### config.mk
export PLATFORM = sky130hd
export DESIGN_NAME = l2_writeback_buffer
export DESIGN_NICKNAME = d
export VERILOG_FILES = /design/src/rtl/l2_writeback_buffer_pkg.sv /design/src/rtl/l2_writeback_buffer.sv
export SDC_FILE = /design/constraint.sdc
export NUM_CORES = 1
export LEC_CHECK = 0
export CAP_MARGIN = 20
export CORE_MARGIN = 5
export CORE_UTILIZATION = 45
export DETAILED_ROUTE_END_ITERATION = 7
export PLACE_DENSITY_LB_ADDON = 0.05
export SYNTH_ARGS = -nofsm -noshare
export SYNTH_HDL_FRONTEND = slang
export SYNTH_SLANG_ARGS = --single-unit
export TNS_END_PERCENT = 10
### constraint.sdc
create_clock -name clk -period 8.4 [get_ports clk]
set_clock_uncertainty 0.05 [all_clocks]
set_input_delay 1.68 -clock clk [delete_from_list [all_inputs] [get_ports clk]]
set_output_delay 1.68 -clock clk [all_outputs]
set_load 0.02 [all_outputs]
### src/rtl/l2_writeback_buffer_pkg.sv
// Shared definitions for the L2 write-back buffer: opcodes, entry layout, drain states.
package l2_writeback_buffer_pkg;

    localparam logic [6:0] OPC_LOAD  = 7'b0000011;
    localparam logic [6:0] OPC_STORE = 7'b0100011;

    typedef struct packed {
        logic        valid;
        logic [29:0] addr;
        logic [31:0] data;
    } wb_entry_t;

    typedef enum logic {
        ST_IDLE  = 1'b0,
        ST_DRAIN = 1'b1
    } drain_state_t;

    function automatic logic is_load(input logic [6:0] op);
        return op == OPC_LOAD;
    endfunction

endpackage

### src/rtl/l2_writeback_buffer.sv
// Circular write-back buffer between L2 evictions and data memory, with in-place
// coalescing, youngest-match load forwarding and a one-write-at-a-time drain FSM.
module l2_writeback_buffer
    import l2_writeback_buffer_pkg::*;
#(
    parameter int DEPTH = 4
) (
    input  logic        clk,
    input  logic        reset,
    input  logic        wb_valid_in,
    input  logic [29:0] wb_address_in,
    input  logic [31:0] wb_data_in,
    output logic        wb_ready_out,
    input  logic [6:0]  rd_opcode_in,
    input  logic [29:0] rd_address_in,
    output logic        fwd_hit_out,
    output logic [31:0] fwd_data_out,
    output logic        dmem_we_out,
    output logic [29:0] dmem_address_out,
    output logic [31:0] dmem_data_out,
    input  logic        dmem_ack_in,
    output logic        empty_out,
    output logic        overflow_out
);

    localparam int PW = (DEPTH > 1) ? $clog2(DEPTH) : 1;
    localparam int CW = $clog2(DEPTH + 1);
    localparam logic [CW-1:0] FULL_CNT = CW'(DEPTH);

    wb_entry_t     r_entries [DEPTH];
    logic [PW-1:0] r_head;
    logic [PW-1:0] r_tail;
    logic [CW-1:0] r_count;
    drain_state_t  r_state;
    logic          r_overflow;

    logic          w_coal;
    logic [PW-1:0] w_coal_idx;
    logic          w_push;
    logic          w_pop;
    logic          w_drop;
    logic          w_fwd_hit;
    logic [31:0]   w_fwd_data;
    logic          w_draining;

    assign w_draining = (r_state == ST_DRAIN);

    // Walk entries oldest to youngest so the last match seen is the youngest.
    always_comb begin
        w_coal     = 1'b0;
        w_coal_idx = '0;
        w_fwd_hit  = 1'b0;
        w_fwd_data = '0;
        for (int k = 0; k < DEPTH; k++) begin
            if (CW'(k) < r_count && r_entries[r_head + PW'(k)].valid) begin
                if (r_entries[r_head + PW'(k)].addr == wb_address_in
                        && !(w_draining && k == 0)) begin
                    w_coal     = wb_valid_in;
                    w_coal_idx = r_head + PW'(k);
                end
                if (is_load(rd_opcode_in)
                        && r_entries[r_head + PW'(k)].addr == rd_address_in) begin
                    w_fwd_hit  = 1'b1;
                    w_fwd_data = r_entries[r_head + PW'(k)].data;
                end
            end
        end
    end

    assign wb_ready_out = (r_count < FULL_CNT);
    assign w_push       = wb_valid_in && !w_coal && wb_ready_out;
    assign w_drop       = wb_valid_in && !w_coal && !wb_ready_out;
    assign w_pop        = w_draining && dmem_ack_in;

    always_ff @(posedge clk) begin
        if (reset) begin
            r_head     <= '0;
            r_tail     <= '0;
            r_count    <= '0;
            r_state    <= ST_IDLE;
            r_overflow <= 1'b0;
            for (int i = 0; i < DEPTH; i++) begin
                r_entries[i].valid <= 1'b0;
            end
        end else begin
            if (w_coal) begin
                r_entries[w_coal_idx].data <= wb_data_in;
            end else if (w_push) begin
                r_entries[r_tail] <= '{valid: 1'b1, addr: wb_address_in, data: wb_data_in};
                r_tail            <= r_tail + 1'b1;
            end
            // Head is never the push slot here: a pop needs count>0, a push needs count<DEPTH.
            if (w_pop) begin
                r_entries[r_head].valid <= 1'b0;
                r_head                  <= r_head + 1'b1;
            end
            case ({w_push, w_pop})
                2'b10:   r_count <= r_count + 1'b1;
                2'b01:   r_count <= r_count - 1'b1;
                default: r_count <= r_count;
            endcase
            if (w_drop) begin
                r_overflow <= 1'b1;
            end
            case (r_state)
                ST_IDLE:  if (r_count != '0) r_state <= ST_DRAIN;
                ST_DRAIN: if (dmem_ack_in)   r_state <= ST_IDLE;
                default:  r_state <= ST_IDLE;
            endcase
        end
    end

    assign dmem_we_out      = w_draining;
    assign dmem_address_out = w_draining ? r_entries[r_head].addr : '0;
    assign dmem_data_out    = w_draining ? r_entries[r_head].data : '0;
    assign fwd_hit_out      = w_fwd_hit;
    assign fwd_data_out     = w_fwd_data;
    assign empty_out        = (r_count == '0) && !w_draining;
    assign overflow_out     = r_overflow;

endmodule

==> results.md, run 1 <==
- Crit path cell chain: clkinv_1, ha_4, buf_4, mux4_2, xor2_1, nor4_1, nand4_1, buf_4, nor2b_2, buf_4, o2bb2ai_1, mux2i_1, a21oi_1, clkdlybuf4s50_1
- Final Max Slew Viols: 0
- Critical Path Max Stage Delay: 900 ps
- First-pass GRT wire length: 88700 µm
- Pin count of the biggest net entering global routing: 142
- Endpoints failing setup: 0
- Port Buf Inserts: 201
- Vias per inst: 6.26
- Synth warn: 0
- Clock root buffer: clkbuf_16
- Die area: 46600 µm²
- Minimum clock period: 7450 ps
- Hold WC Path Type: flip-flop to flip-flop
- # resized after CTS: 0
- LEAKAGE: 7.18 nW
- Routability cong.: 0.966
- Fraction of layout cells with a size suffix above 1: 17.8%
- Area Overhead vs Synth: 17.4%
- Fmax achieved: 134 MHz
- Number of global-route vias before repair: 13.6k
- Initial DRC count: 1374
- Clock Latency Late Sink: 570 ps
- Gate Count Post-Synth: 1514
- Pin slew with the least headroom to its limit: 1050 ps
- Data arrival, critical path: 5720 ps
- Fin worst setup slack: 950 ps
- Number of synthesized flops with an enable pin: 248
- Fillers: 3532
- Switching Share: 34.7%
- DR pass1 iterations: 6
- Initial core utilization: 45.5%
- CP required: 6670 ps
- Worst path bufs/invs: 5
- Number of I/O pins: 202
- GRT Util Overall: 25.1%
- Final worst path period share: 88.7%
- CORE AREA: 41900 µm²
- Final core utilization: 53.4%
- Final WL: 60300 µm
- Delay-heaviest family, CP: buffers and inverters
- Comb power frac: 40.3%
- Post-Layout Cell Count: 2201
- Setup repair bufs after CTS: 0
- DP Worst Slack: 1270 ps
- Syn Nets: 1626
- DRC viols: 0
- Post-Route Setup TNS: 0 ps
- CP Max Fanout: 46
- Unrepaired setup endpoints after global routing: false
- Pint: 3.11 mW
- Slowest CP cell: ha_4
- Max Cap Violations: 0
- FF+latch count, synth: 263
- Clock power share: 26.1%
- Die Wd: 216 µm
- Wire per inst: 27.4 µm
- H-tree depth: 1
- Die height: 216 µm
- Synth cell types: 56
- Synth Cell Area: 19100 µm²
- Mean Syn Cell Area: 12.6 µm²
- Placed cells: 2145
- Hold_ws: 424 ps
- Vias: 13.8k
- Grt ovf: 0
- VDD IR max: 169 µV
- Seq pwr share: 33.6%
- Kind of critical path: flip-flop to output pin
- Final Hold Vio Count: 0
- Crit path launch type: flip-flop
- CTS tree: done
- CTS Buf Count: 29
- CP endpoint kind: output pin
- Async set-reset flop share out of synthesis: 0%
- Fin nets: 1750
- Slew HR: 30.0%
- CP most frequent cell: buf_4
- Row count: 75
- Net Switching: 1.65 mW
- DP HPWL: 43200 µm
- Initial antenna violation count: 1
- Outcome: finished clean
- CTS sink count: 263
- Sequential share of the synthesized area: 40.6%
- Hold buffers post-CTS: 0
- PwrDens: 213 nW/µm²
- Antenna-violating nets left: 0
- Primary FF master, synth: edfxtp_1
- Reg clk slew, reported paths: 60 ps
- Clock tree buffer depth: 3
tightest hold or removal path: stages (launching register included):
cell	delay, ps
dfxtp_1	330
a21oi_1	40
nor2_1	70
power by group through the flow:
stage | combinational, mW | sequential [mW] | clock, mW
5_1_grt | 2.05 | 1.61 | 1.32
3_5_place_dp | 1.89 | 1.64 | 0
4_1_cts | 1.90 | 1.62 | 1.27
3_3_place_gp | 1.89 | 1.64 | 0
2_1_floorplan | 1.35 | 1.57 | 0
6_report | 1.92 | 1.60 | 1.24
final cells by class:
type / count / area, µm² / share of cell area (%)
Multi-Input combinational cell: 1099 / 10700 / 47.9
Sequential cell: 263 / 7760 / 34.7
Timing Repair Buffer: 228 / 2240 / 10.0
Clock buffer: 35 / 748 / 3.34
Tap cell: 539 / 674 / 3.01
Clock inverter: 19 / 171 / 0.765
Inverter: 17 / 63.8 / 0.285
Antenna cell: 1 / 2.50 / 0.0112
metrics by stage:
step	total power, mW	cell area, µm²
floorplan	2.92	19100
global placement	3.53	21500
detailed placement	3.53	21500
CTS	4.78	22400
global route	4.98	22400
finish	4.76	22400
cell usage in the layout, fill, tap and decap left out, types with 3 or more instances in the layout:
cell             Yosys  routed
bufinv_16            0       3
nand2b_1             7       7
and2_1             124     124
o211ai_1             3       3
mux2i_1            105     105
xnor2_1            190     190
buf_4                7      25
nor4_1              31      30
clkbuf_1            83       6
clkbuf_16            0      29
xor2_1              52      52
dfxtp_1             15      10
ha_1                 9       8
a22oi_1              4       4
nand4_1             47      47
nand2_1             10      10
o21ai_0              4       4
nand3_1              8       7
a21oi_1            101     101
edfxtp_1           248     248
mux2_2              33      33
dfxtp_4              0       4
inv_1               15      14
clkinv_1             1       8
o2111ai_1            4       4
nor3_1               5       4
nor2b_1              4       3
mux4_2             177     177
clkdlybuf4s50_1      0     201
clkinv_2             0       6
o2bb2ai_1           32      32
nor2_1             115     113
or3_1                5       5
cell usage after synthesis, types with 3 or more instances:
cell type,n,area share [%]
ha_1,9,0.59
buf_4,7,0.28
mux4_2,177,21
dfxtp_1,15,1.6
inv_1,15,0.30
xor2_1,52,2.4
edfxtp_1,248,39
nor2_1,115,2.3
a22oi_1,4,0.16
nor4_1,31,1.0
nand2_1,10,0.20
nand2b_1,7,0.23
and2_1,124,4.1
mux2i_1,105,5.5
o2bb2ai_1,32,1.5
nor3_1,5,0.13
mux2_2,33,1.9
o21ai_0,4,0.10
nor2b_1,4,0.13
nand3_1,8,0.21
buf_1,17,0.33
a21oi_1,101,2.6
o2111ai_1,4,0.18
xnor2_1,190,8.7
nand4_1,47,1.5
buf_2,26,0.68
or3_1,5,0.16
o211ai_1,3,0.12
clkbuf_1,83,1.6
cells by family after synthesis:
logic type                 count (synthesis)  share of synthesized area [%]
adders and majority gates                  9                          0.590
buffers and inverters                    152                           3.38
DFF                                      263                           40.6
and+or+nand+nor                          369                           10.6
xor gates and xnor gates                 242                           11.1
muxes                                    315                           28.4
AOI/OAI and AO/OA                        164                           5.37
worst paths after layout:
kind	startpoint	to	slack, ps	cells past startpoint
hold / removal	overflow_out	overflow_out	420	2
hold reg to reg	overflow_out	overflow_out	420	2
setup reg to reg	r_head[1]	r_entries[1][56]	2210	12
setup / recovery	r_head[1]	fwd_data_out[6]	950	14
per-layer routing:
metal / GRT usage [%] / vias up / part of all wire (%)
met1: 35.9 / 7080 / 43
met2: 40.2 / 576 / 47
met4: 4.85 / 2 / 2.0
met3: 5.41 / 71 / 8.0
li1: - / 6043 / -
met5: 0 / - / 0.032
registers in the layout (all words and copies together), names as in the netlist, named ones only:
register / count
r_count: 3
r_head: 2
dmem_we_out: 1
overflow_out: 1
r_tail: 2
r_entries: 252
No activity file was read; power rests on OpenSTA's default activity.
==> inputs of run 2 (changes only) <==
Settings changed: CAP_MARGIN 20 to default.
==> run 2 against run 1 <==
Against the previous run: via count about the same; global-route usage unchanged; die area unchanged; cell area about the same; clock-buffer cell count unchanged; largest cell class unchanged; core utilization about the same; critical endpoint unchanged; sequential cell count unchanged; sequential share of layout area about the same; hold slack about the same; register-to-register slack worse by 20 ps.
==> results.md, run 2 (synthesis results as in run 1) <==
- Routability cong.: 0.966 (unchanged)
- Grt ovf: 0 (unchanged)
- GRT Util Overall: 25.1% (unchanged)
- CTS Buf Count: 29 (unchanged)
- Clock tree buffer depth: 3 (unchanged)
- # resized after CTS: 0 (unchanged)
- Fillers: 3532 (unchanged)
- Data arrival, critical path: 5730 ps (about the same)
- CP endpoint kind: output pin
- CP required: 6670 ps (about the same)
- Fmax achieved: 134 MHz (-0.17%)
- Outcome: finished clean
- Crit path launch type: flip-flop
- Endpoints failing setup: 0 (unchanged)
- Hold_ws: 425 ps (+0.0190 ps)
- Final Hold Vio Count: 0 (unchanged)
- Row count: 75 (unchanged)
- Most common cell after layout, fill and taps aside: edfxtp_1
- DP HPWL: 43200 µm (unchanged)
- H-tree depth: 1 (unchanged)
- CP startpoint: r_head[1]
- CP Max Fanout: 46 (unchanged)
- Area Overhead vs Synth: 17.3% (about the same)
- Hold Startpoint: overflow_out
- Port Buf Inserts: 201 (unchanged)
- Die height: 216 µm (unchanged)
- CORE AREA: 41900 µm² (unchanged)
- Initial DRC count: 1392 (+1.3%)
- Pin count of the biggest net entering global routing: 142 (unchanged)
- Wire per inst: 27.4 µm (+0.11%)
- Initial antenna violation count: 1 (unchanged)
- Regs by FF count: r_entries x252, r_count x3
- Net Switching: 1.65 mW (-0.33%)
- Vias: 13.8k (-0.073%)
- Largest reg by FF count: r_entries
- Initial core utilization: 45.5% (unchanged)
- DRC viols: 0 (unchanged)
- Clock power share: 26.2% (about the same)
- Fraction of layout cells with a size suffix above 1: 17.7% (-0.050 points)
- Setup repair bufs after CTS: 0 (unchanged)
- CTS tree: done
- Clock root buffer: clkbuf_16
- Vias per inst: 6.26 (about the same)
- Unrepaired setup endpoints after global routing: false
- CTS sink count: 263 (unchanged)
- Max Cap Violations: 0 (unchanged)
- Most frequent cells in the layout: edfxtp_1 (248), clkdlybuf4s50_1 (201), xnor2_1 (190), mux4_2 (177), and2_1 (124)
- Number of I/O pins: 202 (unchanged)
- Hold WC Path Type: flip-flop to flip-flop
- RR Startpoint: r_head[1]
- Post-Route Setup TNS: 0 ps (unchanged)
- Final WL: 60300 µm (about the same)
- Slew HR: 27.8% (-2.2 points)
- Hold buffers post-CTS: 0 (unchanged)
- First-pass GRT wire length: 88700 µm (unchanged)
- Pint: 3.10 mW (-0.20%)
- LEAKAGE: 7.17 nW (-0.12%)
- Final Max Slew Viols: 0 (unchanged)
- VDD IR max: 170 µV (+0.71%)
- Number of global-route vias before repair: 13.6k (unchanged)
- Clock Latency Late Sink: 570 ps (about the same)
- Comb power frac: 39.8% (-0.5 points)
- Reg clk slew, reported paths: 60 ps (about the same)
- Switching Share: 34.7% (about the same)
- Die Wd: 216 µm (unchanged)
- PwrDens: 212 nW/µm² (-0.16%)
- Number of flip-flops in the largest register: 252 (unchanged)
- Antenna-violating nets left: 0 (unchanged)
- Seq pwr share: 34.0% (+0.4 points)
- Die area: 46600 µm² (unchanged)
- Pin slew with the least headroom to its limit: 1080 ps (+33.3 ps)
- Fin nets: 1749 (-0.057%)
- Minimum clock period: 7460 ps (+12.4 ps)
- Final worst path period share: 88.8% (+0.15 points)
- DR pass1 iterations: 6 (unchanged)
- Kind of critical path: flip-flop to output pin
## run 2: stage by stage
stage	worst slack (ps)	total power [mW]	util, %	cells	cell area [µm²]
5_1_grt	681	4.97	53.3	2199	22400
6_report	937	4.75	53.3	2200	22400
3_5_place_dp	1270	3.53	51.1	2145	21500
2_1_floorplan	834	2.92	-	1514	19100
3_3_place_gp	1390	3.53	51.1	2145	21500
4_1_cts	918	4.78	53.3	2199	22400
## run 2: cell type report
class                      instances  area (µm²)  share of cell area, %
clock inverter                    19         171                  0.766
tap                              539         674                   3.01
antenna                            1        2.50                 0.0112
sequential                       263        7760                   34.7
multi-input combinational       1099       10700                   48.0
inverter                          17        63.8                  0.285
clock buffer                      35         748                   3.34
timing repair buffer             227        2220                   9.92
## run 2: path summary, 6_finish.rpt
check             depth (start not counted)  slack (ps)          endpoint
setup reg to reg                         12        2190  r_entries[1][56]
setup / recovery                         14         940   fwd_data_out[6]
hold / removal                            2         420      overflow_out
hold reg to reg                           2         420      overflow_out
## run 2: power by group through the flow
stage / sequential, mW / combinational, mW / clock, mW
CTS: 1.62 / 1.90 / 1.27
detailed placement: 1.64 / 1.89 / 0
global route: 1.63 / 2.02 / 1.32
global placement: 1.64 / 1.89 / 0
floorplan: 1.57 / 1.35 / 0
finish: 1.62 / 1.89 / 1.24
## run 2: metal layers
layer	routed length (µm)	share of wire [%]	global-route usage, %	up-vias
li1	-	-	-	6038
met1	26000	43	35.9	7112
met2	28500	47	40.2	539
met3	4610	7.6	5.41	71
met4	1210	2.0	4.85	2
met5	19	0.032	0	-
## run 2: critical path, stage by stage, from the launching register on
cell and delay (ps):
dfxtp_4 340, clkinv_1 260, ha_4 910, buf_4 340
mux4_2 550, xor2_1 190, nor4_1 530, nand4_1 140
buf_4 300, nor2b_2 230, buf_4 260, o2bb2ai_1 180
mux2i_1 160, a21oi_1 90, clkdlybuf4s50_1 580
==> inputs of run 3 (changes only) <==
Settings changed: CELL_PAD_IN_SITES_DETAIL_PLACEMENT from default to 1, CELL_PAD_IN_SITES_GLOBAL_PLACEMENT from default to 2, CORE_UTILIZATION 45 to 40, PLACE_DENSITY_LB_ADDON 0.05 to 0.3.
==> run 3 against run 2 <==
Against the previous run: non-clock buffer count down 2; global-route usage shrank 1.5 points; worst setup slack got worse by 150 ps.
==> results.md, run 3 (synthesis results as in run 1) <==
- CP most frequent cell: buf_4
- Hold buffers post-CTS: 0 (unchanged)
- Post-Layout Cell Count: 2273 (+3.3%)
- CP endpoint kind: output pin
- Fin worst setup slack: 791 ps (-146 ps)
- Die area: 52200 µm² (+12%)
- Fraction of layout cells with a size suffix above 1: 17.6% (-0.16 points)
- Seq pwr share: 33.5% (-0.5 points)
- GRT Util Overall: 23.6% (-1.5 points)
- Clock tree buffer depth: 3 (unchanged)
- Fillers: 4873 (+38%)
- DP HPWL: 46100 µm (+6.7%)
- LEAKAGE: 7.15 nW (-0.35%)
- Unrepaired setup endpoints after global routing: false
- Clock power share: 25.5% (-0.7 points)
- Fin nets: 1748 (-0.057%)
- Row count: 80 (+6.7%)
- Pint: 3.08 mW (-0.87%)
- Setup repair bufs after CTS: 0 (unchanged)
- CTS tree: done
- Total power: 4.74 mW (-0.18%)
- Post-Route Setup TNS: 0 ps (unchanged)
- Pin slew with the least headroom to its limit: 1210 ps (+127 ps)
- Reg area: 7760 µm² (unchanged)
- Kind of critical path: flip-flop to output pin
- Final Max Slew Viols: 0 (unchanged)
- CORE AREA: 47400 µm² (+13%)
- Most frequent cells in the layout: edfxtp_1 (248), clkdlybuf4s50_1 (201), xnor2_1 (190), mux4_2 (177), and2_1 (123)
- Outcome: finished clean
- Endpoints failing setup: 0 (unchanged)
- Comb power frac: 41.0% (+1.2 points)
- H-tree depth: 1 (unchanged)
- Antenna-violating nets left: 0 (unchanged)
- Final core utilization: 47.3% (-6.1 points)
- Final worst path period share: 90.6% (+1.7 points)
- Crit path cell chain: buf_12, buf_4, mux4_2, xor2_1, nor4_1, nand4_1, buf_4, nor2b_2, buf_4, o2bb2ai_1, mux2i_1, a21oi_1, clkdlybuf4s50_1
- Number of I/O pins: 202 (unchanged)
- Pin count of the biggest net entering global routing: 146 (+2.8%)
- Minimum clock period: 7610 ps (+146 ps)
- First-pass GRT wire length: 95300 µm (+7.4%)
- Max Cap Violations: 0 (unchanged)
- Cell area after layout: 22400 µm² (+0.24%)
- CP required: 6670 ps (about the same)
- CP Max Fanout: 145 (+220%)
- Initial core utilization: 40.2% (-5.3 points)
- Die Wd: 228 µm (+5.8%)
- Slew HR: 18.9% (-8.9 points)
- Crit path launch type: flip-flop
- Net Switching: 1.67 mW (+1.1%)
- # resized after CTS: 0 (unchanged)
- Switching Share: 35.1% (+0.45 points)
- Vias: 13.9k (+0.70%)
- Final WL: 63600 µm (+5.4%)
- Critical Path Max Stage Delay: 890 ps (-20 ps)
- Area Overhead vs Synth: 17.6%
- Port Buf Inserts: 201 (unchanged)
- Reg clk slew, reported paths: 60 ps (about the same)
- Grt ovf: 0 (unchanged)
- Hold WC Path Type: flip-flop to flip-flop
- Data arrival, critical path: 5880 ps (+150 ps)
- Routability cong.: 0.998 (+3.3%)
- Area of the multi-input gates: 10700 µm² (about the same)
- CTS sink count: 263 (unchanged)
- Hold_ws: 431 ps (+6.91 ps)
- Clock root buffer: clkbuf_16
- DR pass1 iterations: 5 (-1)
- N_diodes: 0 (-1)
- VDD IR max: 163 µV (-3.8%)
- Regs by FF count: r_entries x252, r_count x3
- Fmax achieved: 131 MHz (-1.9%)
- Largest reg by FF count: r_entries
- Initial antenna violation count: 0 (-1)
- Placed cells: 2219 (+3.4%)
- Wire per inst: 28.0 µm (+2.0%)
- DP Area: 21500 µm² (+0.36%)
- Number of flip-flops in the largest register: 252 (unchanged)
- Initial DRC count: 979 (-30%)
- DP Worst Slack: 1390 ps (+112 ps)
- Vias per inst: 6.10 (-2.5%)
- CTS Buf Count: 30 (+3.4%)
- Die height: 228 µm (+5.8%)
- Slowest CP cell: buf_4
- Clock Latency Late Sink: 570 ps (about the same)
- Final Hold Vio Count: 0 (unchanged)
- DRC viols: 0 (unchanged)
- Number of global-route vias before repair: 14.5k (+6.4%)
- PwrDens: 211 nW/µm² (-0.42%)
- Most common cell after layout, fill and taps aside: edfxtp_1
run 3: layout make-up:
class,count,share of cell area (%)
Multi-Input combinational cell,1099,47.8
Sequential cell,263,34.6
Timing Repair Buffer,225,9.83
Clock buffer,39,3.59
Tap cell,615,3.43
Clock inverter,15,0.413
Inverter,17,0.285
run 3: worst max-delay path, delay by kind of cell, from the launching register on:
family / cells / cell delay, ps
flip-flops: 1 / 360
AND/OR/NAND/NOR: 3 / 480
AO/OA/AOI/OAI: 2 / 370
multiplexers: 2 / 550
XOR/XNOR: 1 / 430
buffers and inverters: 5 / 3030
run 3: worst paths after layout:
check                                   from          endpoint  slack (ps)  cells after the start
worst max-delay path               r_head[0]   fwd_data_out[0]         790                     13
worst min-delay path            overflow_out      overflow_out         430                      2
worst max register to register     r_head[0]  r_entries[2][10]        1360                     12
worst min register to register  overflow_out      overflow_out         430                      2
run 3: metal layers:
metal  vias up  wire [µm]  track usage, %
met5         -          0               0
met4         0       2200            7.64
met3       120       4040            4.02
met2       504      30700            39.8
met1      7176      26700            31.4
li1       6058          -               -
run 3: power by group through the flow:
stage	Clock [mW]	Sequential [mW]	Combinational, mW
floorplan	0	1.57	1.35
global placement	0	1.61	1.92
detailed placement	0	1.62	1.93
CTS	1.24	1.59	1.95
global route	1.30	1.60	2.06
finish	1.21	1.59	1.94
==> variant 1 (settings of run 3) <==
Change the parameter `DEPTH` from 4 to 2.
--- a/src/rtl/l2_writeback_buffer.sv
+++ b/src/rtl/l2_writeback_buffer.sv
@@ -3,7 +3,7 @@
 module l2_writeback_buffer
     import l2_writeback_buffer_pkg::*;
 #(
-    parameter int DEPTH = 4
+    parameter int DEPTH = 2
 ) (
     input  logic        clk,
     input  logic        reset,
Formal check against the unedited RTL: not equivalent (Yosys sat finds a counterexample within 4 cycles, from zero or initial values and one cycle with reset high).
==> variant 1 against run 3 <==
  * Routed wire length down 63%
  * Cell area shrank 52%
  * Die area down 57%
  * Maximum frequency up 12%
  * Worst hold slack got worse by 30 ps
  * Total power fell by 44%
  * Area after synthesis fell by 59%
  * Setup slack gained 820 ps
  * Via count down 59%
  * Non-clock buffer count fell by 17
  * Critical path depth shrank 3
  * Register-to-register slack improved by 2600 ps
  * Sequential cell count is 130 lower
  * Critical path type is now in2out
  * Critical endpoint is now fwd_data_out[25]
  * Largest cell class is now sequential cells
==> variant 1: results (changes against run 3) <==
| Metric | Value |
|---|---|
| Vias in the first global route | `6263 (-57%)` |
| Final Hold Slack | `402 ps (-29.7 ps)` |
| CP endpoint | `fwd_data_out[25]` |
| Largest net degree at the start of global routing | `67 (-54%)` |
| Max Root-Sink Buffers | `2 (-1)` |
| Sequential power share | `0.347 (+0.012)` |
| Worst skew pair latency | `420 ps (-150 ps)` |
| Slowest CP cell | `clkdlybuf4s50_1` |
| Vias per inst | `5.08 (-17%)` |
| Critical R2R Capture | `r_entries[1][28]` |
| First DRT Iteration DRCs | `233 (-76%)` |
| Post-synthesis compound-gate area fraction | `0.0621 (+0.00834)` |
| VDD IR max | `0.000155 V (-4.9%)` |
| First-pass GRT wire length | `35900 um (-62%)` |
| Worst slack, placed | `1610 ps (+221 ps)` |
| Layout fillers | `2003 (-59%)` |
| Largest registers | `r_entries: 126 flops, r_count: 2 flops` |
| Post-synthesis sequential area ratio | `0.503 (+0.0968)` |
| Synth Area in XOR/XNOR | `0.139 (+0.0277)` |
| Post-synth EDFFs | `124 (-50%)` |
| Fin cells | `1112 (-51%)` |
| Total Power | `2.66 mW (-44%)` |
| GRT met2 Usage | `0.371 (-0.0273)` |
| CTS buffer count | `17 (-43%)` |
| Fin nets | `940 (-46%)` |
| Crit path from | `rd_opcode_in[2]` |
| DP Area | `10000 um^2 (-53%)` |
| Syn Nets | `739 (-55%)` |
| Commonest cells post-synth | `edfxtp_1, xnor2_1, mux2i_1` |
| Worst reg2reg startpoint | `r_head` |
| Met3 Routed Length | `1270 um (-68%)` |
| Crit-path max FO | `32 (-78%)` |
| Synth top area cells | `edfxtp_1, xnor2_1, mux2i_1` |
| Syn Inst Count | `633 (-58%)` |
| Metal-1 WL | `10200 um (-62%)` |
| FF-to-FF path depth | `8 (-4)` |
| Post-synth cell types | `37 (-34%)` |
| Run status | `finished, final reports clean` |
| Internal Pwr Total | `1.77 mW (-43%)` |
| Family with the most delay on the worst path | `simple AND/OR/NAND/NOR gates` |
| Worst reg-to-reg setup slack | `3910 ps (+2550 ps)` |
| Routed len/inst | `21.4 um (-23%)` |
| Part of the cycle the worst path needs | `0.808 (-0.0975)` |
| Final HPWL DP | `18000 um (-61%)` |
| Adder-cell share of the synthesized area | `0.00484 (-0.00107)` |
| Post-synth ARST share | `0 (unchanged)` |
| Met2 wire length | `11800 um (-61%)` |
| Layout cells sized above 1 | `0.104 (-0.0716)` |
| Gr usage total | `0.212 (-0.0241)` |
| Clk pwr | `0.797 mW (-34%)` |
| GP Congestion | `0.793 (-21%)` |
| Post-synthesis mux area share | `0.128 (-0.155)` |
| P_leak | `3.54 nW (-50%)` |
| CTS H-Tree Depth | `4 (+3)` |
| Most used DFF post-synth | `edfxtp_1` |
| Crit-path max cell delay | `570 ps (-320 ps)` |
| Slew HR | `0.234 (+0.0457)` |
-- variant 1: cell count changes in the layout (fill, tap and decap cells not counted), sizes merged, moves of 30 or more --
cell / delta
inv: +57
o2bb2ai: -32
mux4: -177
mux2: -33
a21oi: -96
and2: -123
xnor2: -80
edfxtp: -124
o22ai: +30
nor2: -107
xor2: -39
nand4: -38
nor2b: +59
-- variant 1: kinds of logic after synthesis --
kind of cell | count (synthesis)
XOR/XNOR | 123
AND/OR/NAND/NOR | 134
flip-flops | 133
multiplexers | 96
AO/OA/AOI/OAI | 47
buffers and inverters | 97
adder cells (fa/ha/maj) | 3
-- variant 1: area by class of cell --
type | instances | area, um^2 | share of cell area
clock buffer | 17 | 425 | 0.0399
clock inverter | 15 | 204 | 0.0191
inverter | 71 | 267 | 0.0250
multi-input combinational | 403 | 3460 | 0.324
sequential | 133 | 3910 | 0.367
tap | 265 | 332 | 0.0311
timing repair buffer | 208 | 2060 | 0.194
==> variant 2 (settings of run 3) <==
Made on the original files. Put one more register stage on the output `overflow_out`. The value now appears one clock later. The other outputs are not delayed to match.
--- a/src/rtl/l2_writeback_buffer.sv
+++ b/src/rtl/l2_writeback_buffer.sv
@@ -116,7 +116,9 @@
     assign fwd_hit_out      = w_fwd_hit;
     assign fwd_data_out     = w_fwd_data;
     assign empty_out        = (r_count == '0) && !w_draining;
-    assign overflow_out     = r_overflow;
+    always_ff @(posedge clk) begin
+        overflow_out <= r_overflow;
+    end
 
 endmodule
 
Check against the original RTL: not settled (the Yosys comparison gave no result); the edit may change what the design does.
==> variant 2 against run 3 <==
  * Total power is 0.72% higher
  * Sequential cell count is 1 higher
  * Area after synthesis is 0.10% higher
  * Setup slack worse by 69 ps
  * Sequential share of layout area hardly changed
  * Cell area is 0.28% higher
  * Maximum frequency is 0.89% lower
  * Critical path depth is 3 higher
  * Routed wire length is 1.0% lower
  * Count of clock-buffer cells in the layout is 2 higher
  * Global-route usage is 0.21 points lower
==> variant 2: results (changes against run 3) <==
| Metric | Value |
|---|---|
| Gr usage total | `0.234 (-0.00206)` |
| Layout cells sized above 1 | `0.179 (+0.00351)` |
| Slew HR | `0.255 (+0.0665)` |
| Inst Count DP | `2224 (+0.23%)` |
| Global Route met1 Usage | `0.315 (+0.00153)` |
| Commonest cells post-synth | `edfxtp_1, xnor2_1, mux4_2` |
| Critical R2R Capture | `r_entries[2][6]` |
| Clkbuf count | `41 (+5.1%)` |
| Met3 Usage GRT | `0.0424 (+0.00211)` |
| Fin cells | `2274 (+0.044%)` |
| Layout fillers | `4876 (+0.062%)` |
| GP Congestion | `0.989 (-0.90%)` |
| Mapped Avg Cell Area | `12.6 um^2 (about the same)` |
| Fin nets | `1751 (+0.17%)` |
| Sequential cell count | `264 (+0.38%)` |
| First DRT Iteration DRCs | `855 (-13%)` |
| CP endpoint | `fwd_data_out[26]` |
| ClkCell Share | `0.0411 (+0.00100)` |
| Worst hold stages | `0 (-2)` |
| Met2 wire length | `30000 um (-2.1%)` |
| Crit-path max cell delay | `720 ps (-170 ps)` |
| Drt pass-1 iters | `6 (+1)` |
| CTS H-Tree Depth | `1 (unchanged)` |
| Clock root buffer | `clkbuf_16` |
| Max Root-Sink Buffers | `3 (unchanged)` |
| Synth top area cells | `edfxtp_1, mux4_2, xnor2_1` |
| Final HPWL DP | `46000 um (-0.27%)` |
| Worst reg-to-reg setup slack | `2080 ps (+720 ps)` |
| Metal-1 WL | `26300 um (-1.5%)` |
| Worst path arrival time | `5950 ps (+70 ps)` |
| Slowest CP cell | `ha_4` |
| Run status | `finished, final reports clean` |
| Post-synthesis sequential area ratio | `0.407 (+0.000623)` |
| Worst slack, placed | `1240 ps (-148 ps)` |
| Met3 Routed Length | `4210 um (+4.2%)` |
| Core Util, Final | `0.474 (+0.00132)` |
| Switching Share | `0.349 (-0.00212)` |
| Via count | `13843 (-0.11%)` |
| FF-to-FF path depth | `14 (+2)` |
| DRT Wirelength | `62900 um (-1.0%)` |
| Clk pwr | `1.24 mW` |
| Worst reg2reg startpoint | `r_head[1]` |
| DP Area | `21600 um^2 (+0.17%)` |
| Syn Nets | `1627 (+0.062%)` |
| Clock Power Share | `0.260 (+0.005)` |
| P_leak | `7.17 nW (+0.29%)` |
| Seq/total area | `0.346 (about the same)` |
| I/O Buffers | `201 (unchanged)` |
| First-pass GRT wire length | `94200 um (-1.2%)` |
| CTS buffer count | `28 (-6.7%)` |
| Fin. Hold Viols | `0 (unchanged)` |
| Total of warnings raised by yosys | `0 (unchanged)` |
| Signal buf overhead | `0.0988 (+0.000506)` |
| Post-synth EDFFs | `248 (unchanged)` |
| Fin crit period | `7680 ps (+68.6 ps)` |
| Buffers outside the clock class | `229 (+1.8%)` |
| Largest net degree at the start of global routing | `97 (-34%)` |
| Final Hold Slack | `303 ps (-128 ps)` |
| Hold Path Class | `reg2reg` |
[variant 2: cell types whose count changed in the layout (fill, tap and decap cells not counted), sizes merged]
cell      delta
clkinv      -10
buf          +4
clkinvlp     +3
clkbuf       +2
bufinv       +1
dfxtp        +1
[variant 2: kinds of logic (layout without fill, tap and decap cells)]
logic type | count (synthesis) | in the layout | share of synthesized area
AO/OA/AOI/OAI | 164 | 164 | 0.0537
adder cells (fa/ha/maj) | 9 | 9 | 0.00590
flip-flops | 264 | 264 | 0.407
AND/OR/NAND/NOR | 369 | 369 | 0.106
buffers and inverters | 152 | 296 | 0.0337
multiplexers | 315 | 315 | 0.283
XOR/XNOR | 242 | 242 | 0.111
[variant 2: worst min-delay path by stage]
stage | from | endpoint
detailed placement | r_overflow | overflow_out
floorplan | r_overflow | overflow_out
global route | r_overflow | overflow_out
CTS | r_overflow | overflow_out
global placement | r_overflow | overflow_out
finish | r_overflow | overflow_out
